File: src/rtl/hash_wfsm_pkg.sv
// Shared types and sizes for the hash write-out FSM.
package hash_wfsm_pkg;

    localparam int unsigned HASH_W    = 512;
    localparam int unsigned BEAT_W    = 128;
    localparam int unsigned NUM_BEATS = 4;
    localparam int unsigned IDX_W     = 32;

    typedef enum logic [2:0] {
        StIdle       = 3'd0,
        StWaitHash   = 3'd1,
        StIssue      = 3'd2,
        StWaitActive = 3'd3,
        StWaitDone   = 3'd4,
        StDone       = 3'd5
    } state_e;

endpackage

File: src/rtl/hash_wfsm_if.sv
// Job control, digest input and single-beat write handshake between hash_wfsm and its peers.
interface hash_wfsm_if;
    import hash_wfsm_pkg::*;

    logic              start;
    logic              hash_valid;
    logic [HASH_W-1:0] hash_in;
    logic              init_master_txn;
    logic [IDX_W-1:0]  write_addr_index;
    logic [BEAT_W-1:0] wdata;
    logic              wdata_valid;
    logic              write_active;
    logic              write_done;
    logic              done;
    logic [31:0]       debug;

    modport master (
        output start, hash_valid, hash_in, write_active, write_done,
        input  init_master_txn, write_addr_index, wdata, wdata_valid, done, debug
    );

    modport slave (
        input  start, hash_valid, hash_in, write_active, write_done,
        output init_master_txn, write_addr_index, wdata, wdata_valid, done, debug
    );

endinterface

File: src/rtl/hash_wfsm.sv
// Captures one 512-bit digest per job and writes it out as four 128-bit single-beat bus writes.
module hash_wfsm
    import hash_wfsm_pkg::*;
(
    input  logic       clk,
    input  logic       reset_n,
    hash_wfsm_if.slave bus
);

    state_e            state_q, state_d;
    logic [HASH_W-1:0] hash_q, hash_d;
    logic [1:0]        beat_cnt_q, beat_cnt_d;
    logic [IDX_W-1:0]  idx_q, idx_d;
    logic [BEAT_W-1:0] wdata_q, wdata_d;

    logic [HASH_W-1:0] beat_src;
    logic [1:0]        beat_sel;
    logic [BEAT_W-1:0] next_word;
    logic              completion;

    // On the capture edge hash_q is not yet loaded, so beat 0 comes straight from hash_in.
    always_comb begin
        beat_src = (state_q == StWaitHash) ? bus.hash_in : hash_q;
        beat_sel = (state_q == StWaitHash) ? 2'd0 : beat_cnt_q + 2'd1;
        unique case (beat_sel)
            2'd0:    next_word = beat_src[HASH_W-1 -: BEAT_W];
            2'd1:    next_word = beat_src[HASH_W-1-BEAT_W -: BEAT_W];
            2'd2:    next_word = beat_src[HASH_W-1-2*BEAT_W -: BEAT_W];
            default: next_word = beat_src[BEAT_W-1:0];
        endcase
    end

    assign completion = bus.write_done &&
                        ((state_q == StWaitActive) || (state_q == StWaitDone));

    always_ff @(posedge clk) begin
        if (!reset_n) begin
            state_q    <= StIdle;
            hash_q     <= '0;
            beat_cnt_q <= '0;
            idx_q      <= '0;
            wdata_q    <= '0;
        end else begin
            state_q    <= state_d;
            hash_q     <= hash_d;
            beat_cnt_q <= beat_cnt_d;
            idx_q      <= idx_d;
            wdata_q    <= wdata_d;
        end
    end

    always_comb begin
        state_d    = state_q;
        hash_d     = hash_q;
        beat_cnt_d = beat_cnt_q;
        idx_d      = idx_q;
        wdata_d    = wdata_q;
        case (state_q)
            StIdle: begin
                if (bus.start) state_d = StWaitHash;
            end
            StWaitHash: begin
                if (bus.hash_valid) begin
                    hash_d     = bus.hash_in;
                    beat_cnt_d = 2'd0;
                    idx_d      = '0;
                    wdata_d    = next_word;
                    state_d    = StIssue;
                end
            end
            StIssue: state_d = StWaitActive;
            StWaitActive, StWaitDone: begin
                if (completion) begin
                    idx_d      = idx_q + 32'd1;
                    beat_cnt_d = beat_cnt_q + 2'd1;
                    if (beat_cnt_q == 2'(NUM_BEATS - 1)) begin
                        state_d = StDone;
                    end else begin
                        wdata_d = next_word;
                        state_d = StIssue;
                    end
                end else if (state_q == StWaitActive && bus.write_active) begin
                    state_d = StWaitDone;
                end
            end
            StDone: begin
                if (bus.start) state_d = StWaitHash;
            end
            default: state_d = StIdle;
        endcase
    end

    always_comb begin
        bus.init_master_txn  = (state_q == StIssue);
        bus.wdata_valid      = (state_q == StIssue) || (state_q == StWaitActive) ||
                               (state_q == StWaitDone);
        bus.done             = (state_q == StDone);
        bus.write_addr_index = idx_q;
        bus.wdata            = wdata_q;
        bus.debug            = {24'b0, beat_cnt_q, 3'b0, state_q};
    end

endmodule
File: src/flat_wrapper.sv
// flat-port wrapper written by rule: the top's interface ports become plain ports
module hash_wfsm_flat import hash_wfsm_pkg::*;
  (clk, reset_n, bus_start, bus_hash_valid, bus_hash_in, bus_write_active, bus_write_done, bus_init_master_txn, bus_write_addr_index, bus_wdata, bus_wdata_valid, bus_done, bus_debug);
  hash_wfsm_if bus_i ();
  input  logic clk;
  input  logic reset_n;
  input wire logic [$bits(bus_i.start)-1:0] bus_start;
  input wire logic [$bits(bus_i.hash_valid)-1:0] bus_hash_valid;
  input wire logic [$bits(bus_i.hash_in)-1:0] bus_hash_in;
  input wire logic [$bits(bus_i.write_active)-1:0] bus_write_active;
  input wire logic [$bits(bus_i.write_done)-1:0] bus_write_done;
  output wire logic [$bits(bus_i.init_master_txn)-1:0] bus_init_master_txn;
  output wire logic [$bits(bus_i.write_addr_index)-1:0] bus_write_addr_index;
  output wire logic [$bits(bus_i.wdata)-1:0] bus_wdata;
  output wire logic [$bits(bus_i.wdata_valid)-1:0] bus_wdata_valid;
  output wire logic [$bits(bus_i.done)-1:0] bus_done;
  output wire logic [$bits(bus_i.debug)-1:0] bus_debug;
  assign bus_i.start = bus_start;
  assign bus_i.hash_valid = bus_hash_valid;
  assign bus_i.hash_in = bus_hash_in;
  assign bus_i.write_active = bus_write_active;
  assign bus_i.write_done = bus_write_done;
  assign bus_init_master_txn = bus_i.init_master_txn;
  assign bus_write_addr_index = bus_i.write_addr_index;
  assign bus_wdata = bus_i.wdata;
  assign bus_wdata_valid = bus_i.wdata_valid;
  assign bus_done = bus_i.done;
  assign bus_debug = bus_i.debug;
  hash_wfsm u_core (.clk(clk), .reset_n(reset_n), .bus(bus_i));
endmodule
File: config.mk
export PLATFORM = sky130hd
export DESIGN_NAME = hash_wfsm_flat
export DESIGN_NICKNAME = d
export VERILOG_FILES = /design/src/rtl/hash_wfsm_pkg.sv /design/src/rtl/hash_wfsm_if.sv /design/src/rtl/hash_wfsm.sv /design/src/flat_wrapper.sv
export SDC_FILE = /design/constraint.sdc
export NUM_CORES = 2
export LEC_CHECK = 0
export CORE_AREA = 4 4 272 274
export CTS_BUF_LIST = sky130_fd_sc_hd__clkbuf_2 sky130_fd_sc_hd__clkbuf_4 sky130_fd_sc_hd__clkbuf_8
export DETAILED_ROUTE_END_ITERATION = 8
export DIE_AREA = 0 0 276 278
export GPL_ROUTABILITY_DRIVEN = 0
export PLACE_DENSITY = 0.68
export SYNTH_ARGS = -nofsm -noshare
export SYNTH_HDL_FRONTEND = slang
export SYNTH_SLANG_ARGS = --single-unit
File: constraint.sdc
create_clock -name clk -period 6.3 [get_ports clk]
set_clock_uncertainty 0.1 [all_clocks]
set_input_delay 0.945 -clock clk [delete_from_list [all_inputs] [get_ports clk]]
set_output_delay 0.945 -clock clk [all_outputs]
set_load 0.005 [all_outputs]
==> out/metrics.json <==
{
  "rows": {"value": 98},
  "synth_cells": {"value": 3388},
  "timing_max_transition_violations_final": {"value": 0},
  "timing.fmax": {"value": 280, "unit": "MHz"},
  "synthFlopType": {"value": "sky130_fd_sc_hd__dfxtp_1"},
  "cellLeakagePower": {"value": 12.6, "unit": "nW"},
  "cellPowerDensity": {"value": 287, "unit": "nW/um^2"},
  "run_status": {"value": "finished clean"},
  "grt_start_max_net_pins": {"value": 192},
  "globalRouteOverflowTotal": {"value": 0},
  "synth_area_leader_cell": {"value": "sky130_fd_sc_hd__dfxtp_1"},
  "count_of_buffers_from_port_buffering": {"value": 685},
  "grtUsageTotal": {"value": 24.8, "unit": "%"},
  "layout.cells.most_common": {"value": "sky130_fd_sc_hd__nand2_1"},
  "clock_latency_at_the_later_pin_of_the_worst_skew_pair": {"value": 0.71, "unit": "ns"},
  "yosys_warnings": {"value": 0},
  "edff_count_synth": {"value": 0},
  "dpl_cell_area": {"value": 35500, "unit": "um^2"},
  "critical_path_endpoint_category": {"value": "primary output"},
  "finalPower": {"value": 10.9, "unit": "mW"},
  "share_of_the_cycle_needed_by_the_critical_path_after_routing": {"value": 56.7, "unit": "%"},
  "timing.hold.worst.class": {"value": "reg2reg"},
  "postSynth.asyncResetShare": {"value": 0, "unit": "%"},
  "clock_tree.buffer_depth": {"value": 3},
  "setup_repair_after_global_routing_missed_its_margin": {"value": "false"},
  "die_y": {"value": 278, "unit": "um"},
  "ctsResizeCount": {"value": 0},
  "vias_cell": {"value": 5.29},
  "timing.slew.headroom": {"value": 26.0, "unit": "%"},
  "layout.cells.most_common_list": {"value": "sky130_fd_sc_hd__nand2_1 (1306), sky130_fd_sc_hd__clkdlybuf4s50_1 (685), sky130_fd_sc_hd__dfxtp_1 (676), sky130_fd_sc_hd__a21oi_1 (541), sky130_fd_sc_hd__clkbuf_8 (144)"},
  "path_class": {"value": "reg2out"},
  "ys_seq_area_share": {"value": 47.9, "unit": "%"},
  "dr.first_iter.drc_count": {"value": 1970},
  "remaining_drc_errors": {"value": 0},
  "largest_fanout_on_the_critical_path": {"value": 15},
  "cts_tree": {"value": "built"},
  "first_global_vias": {"value": 24900},
  "drtPass1Iterations": {"value": 7},
  "core": {"value": 71400, "unit": "um^2"},
  "setup_violations": {"value": 0},
  "critical_path_arrival": {"value": 2.53, "unit": "ns"},
  "clock_sinks": {"value": 677},
  "fin_hold_ws": {"value": 0.350, "unit": "ns"},
  "starting_density": {"value": 39.7, "unit": "%"},
  "utilization": {"value": 53.4, "unit": "%"},
  "fin_area": {"value": 38100, "unit": "um^2"},
  "cts_max_level": {"value": 3},
  "cts_made_buffers": {"value": 112},
  "synth_cell_types": {"value": 51},
  "worstPathRequired": {"value": 5.25, "unit": "ns"},
  "vias": {"value": 26400},
  "mappedNetlistArea": {"value": 28300, "unit": "um^2"},
  "grt_first_pass_wirelength": {"value": 151000, "unit": "um"},
  "worstMarginPinSlew": {"value": 1.11, "unit": "ns"},
  "worst_setup_path_start_kind": {"value": "register"},
  "synthesis.area_per_instance": {"value": 8.36, "unit": "um^2"},
  "layout.area.seq": {"value": 13600, "unit": "um^2"},
  "period_minus_slack": {"value": 3.57, "unit": "ns"},
  "chipWidth": {"value": 276, "unit": "um"},
  "cap_viol_max_count": {"value": 0},
  "wl_per_cell": {"value": 20.3, "unit": "um"},
  "finalNetCount": {"value": 4435},
  "antenna_violating_nets_post_route": {"value": 0},
  "layout-drive-gt1-share": {"value": 9.52, "unit": "%"},
  "ys_seq_elements": {"value": 677},
  "antenna_found_initial": {"value": 56},
  "routed_wirelength": {"value": 101000, "unit": "um"},
  "clock_tree.root_cell": {"value": "sky130_fd_sc_hd__clkbuf_8"},
  "io-pin-count": {"value": 713},
  "multi_input_comb_area": {"value": 13500, "unit": "um^2"},
  "layout.filler_cells": {"value": 6709},
  "largest_cells_by_area_after_synthesis": {"value": "sky130_fd_sc_hd__dfxtp_1 (48%), sky130_fd_sc_hd__nand2_1 (17%), sky130_fd_sc_hd__mux4_2 (10%), sky130_fd_sc_hd__a21oi_1 (9.6%), sky130_fd_sc_hd__a311oi_1 (4.0%)"},
  "fin_tns_setup": {"value": 0, "unit": "ns"},
  "power.ir.vdd_worst": {"value": 0.156, "unit": "mV"},
  "worst_setup_hold_path_clk_slew": {"value": 0.06, "unit": "ns"},
  "post-cts-setup-buffers": {"value": 0},
  "hold_viol_final": {"value": 0},
  "area_growth_syn_to_layout": {"value": 34.6, "unit": "%"},
  "yosys.area.top_type_share": {"value": 47.9, "unit": "%"},
  "place.detailed.hpwl": {"value": 66900, "unit": "um"},
  "cts.hold.buffers_added": {"value": 0},
  "die-area": {"value": 76700, "unit": "um^2"}
}
## synth_stat cells (2+ instances only)
master,number
sky130_fd_sc_hd__a21oi_1,542
sky130_fd_sc_hd__a311oi_1,128
sky130_fd_sc_hd__a31oi_1,3
sky130_fd_sc_hd__and2_1,2
sky130_fd_sc_hd__and3_1,3
sky130_fd_sc_hd__and4_1,2
sky130_fd_sc_hd__buf_1,7
sky130_fd_sc_hd__buf_2,81
sky130_fd_sc_hd__buf_4,27
sky130_fd_sc_hd__clkbuf_1,210
sky130_fd_sc_hd__dfxtp_1,677
sky130_fd_sc_hd__ha_1,2
sky130_fd_sc_hd__inv_1,6
sky130_fd_sc_hd__mux2_2,2
sky130_fd_sc_hd__mux2i_1,11
sky130_fd_sc_hd__mux4_2,128
sky130_fd_sc_hd__nand2_1,1306
sky130_fd_sc_hd__nand2b_1,5
sky130_fd_sc_hd__nand3_1,9
sky130_fd_sc_hd__nand4_1,9
sky130_fd_sc_hd__nor2_1,7
sky130_fd_sc_hd__nor3_1,129
sky130_fd_sc_hd__nor4_1,6
sky130_fd_sc_hd__o211ai_1,2
sky130_fd_sc_hd__o21ai_0,11
sky130_fd_sc_hd__o31ai_1,15
sky130_fd_sc_hd__or2_2,5
sky130_fd_sc_hd__or3_1,15
sky130_fd_sc_hd__or4_1,15
sky130_fd_sc_hd__or4_2,2
## path summary, 6_finish.rpt
check	cells past startpoint	end	startpoint	slack, ns
worst max-delay path	3	bus_wdata_valid	u_core.state_q[2]	2.73
worst min-delay path	2	u_core.hash_q[10]	u_core.hash_q[10]	0.35
worst max register to register	5	u_core.bus.wdata[59]	u_core.beat_cnt_q[0]	2.90
worst min register to register	2	u_core.hash_q[10]	u_core.hash_q[10]	0.35
## layer usage
layer  track usage [%]  vias up  wire (um)
li1                  -    12700          -
met1              31.5    12500      41800
met2              39.9      905      48200
met3              5.78      253       6800
met4              12.5       20       4270
met5                 0        -        118
## through the flow
step,cells,setup WS [ns]
final,4998,2.73
after global routing,4995,2.60
after CTS,4954,2.67
after detailed placement,4751,2.53
after global placement,4751,2.57
after floorplan,3414,4.01
## layout make-up
class	count	area share, %
flip-flops and latches	677	35.6
multi-input cells	2405	35.3
repair buffers	713	19.0
clock buffers	191	6.13
well taps	950	3.12
clock inverters	12	0.424
diodes	44	0.289
inverters	6	0.0788
## where the power goes
part / total [mW] / leakage (nW) / switching (mW) / internal (mW)
Sequential: 4.81 / 5.51 / 0.198 / 4.61
Combinational: 1.91 / 5.73 / 1.01 / 0.901
Clock: 4.23 / 1.33 / 1.82 / 2.41
Total: 10.9 / 12.6 / 3.03 / 7.92
## worst max-delay path, cell delays in order (launching register included)
cell and delay [ns]:
sky130_fd_sc_hd__dfxtp_1 0.66, sky130_fd_sc_hd__or3b_2 0.57, sky130_fd_sc_hd__nand2_1 0.10, sky130_fd_sc_hd__clkdlybuf4s50_1 0.50
## sequential cells by signal, summed over array words and instances (netlist names)
| register | flops |
|---|---|
| u_core.bus.write_addr_index | 32 |
| u_core.state_q | 3 |
| u_core.beat_cnt_q | 2 |
| u_core.hash_q | 512 |
| u_core.bus.wdata | 128 |
## logic make-up (layout without fill, tap and decap cells)
family	count (synthesis)	in the layout	share of synthesized area [%]
mux	141	141	10.6
simple gates	1528	1528	21.8
compound gates	706	706	14.4
flops	677	677	47.9
buf+inv	332	922	5.14
fa+ha+maj	2	2	0.0884
other cells	1	71	0.0132
xor+xnor	1	1	0.0309
No activity file was read; power rests on OpenSTA's default activity.
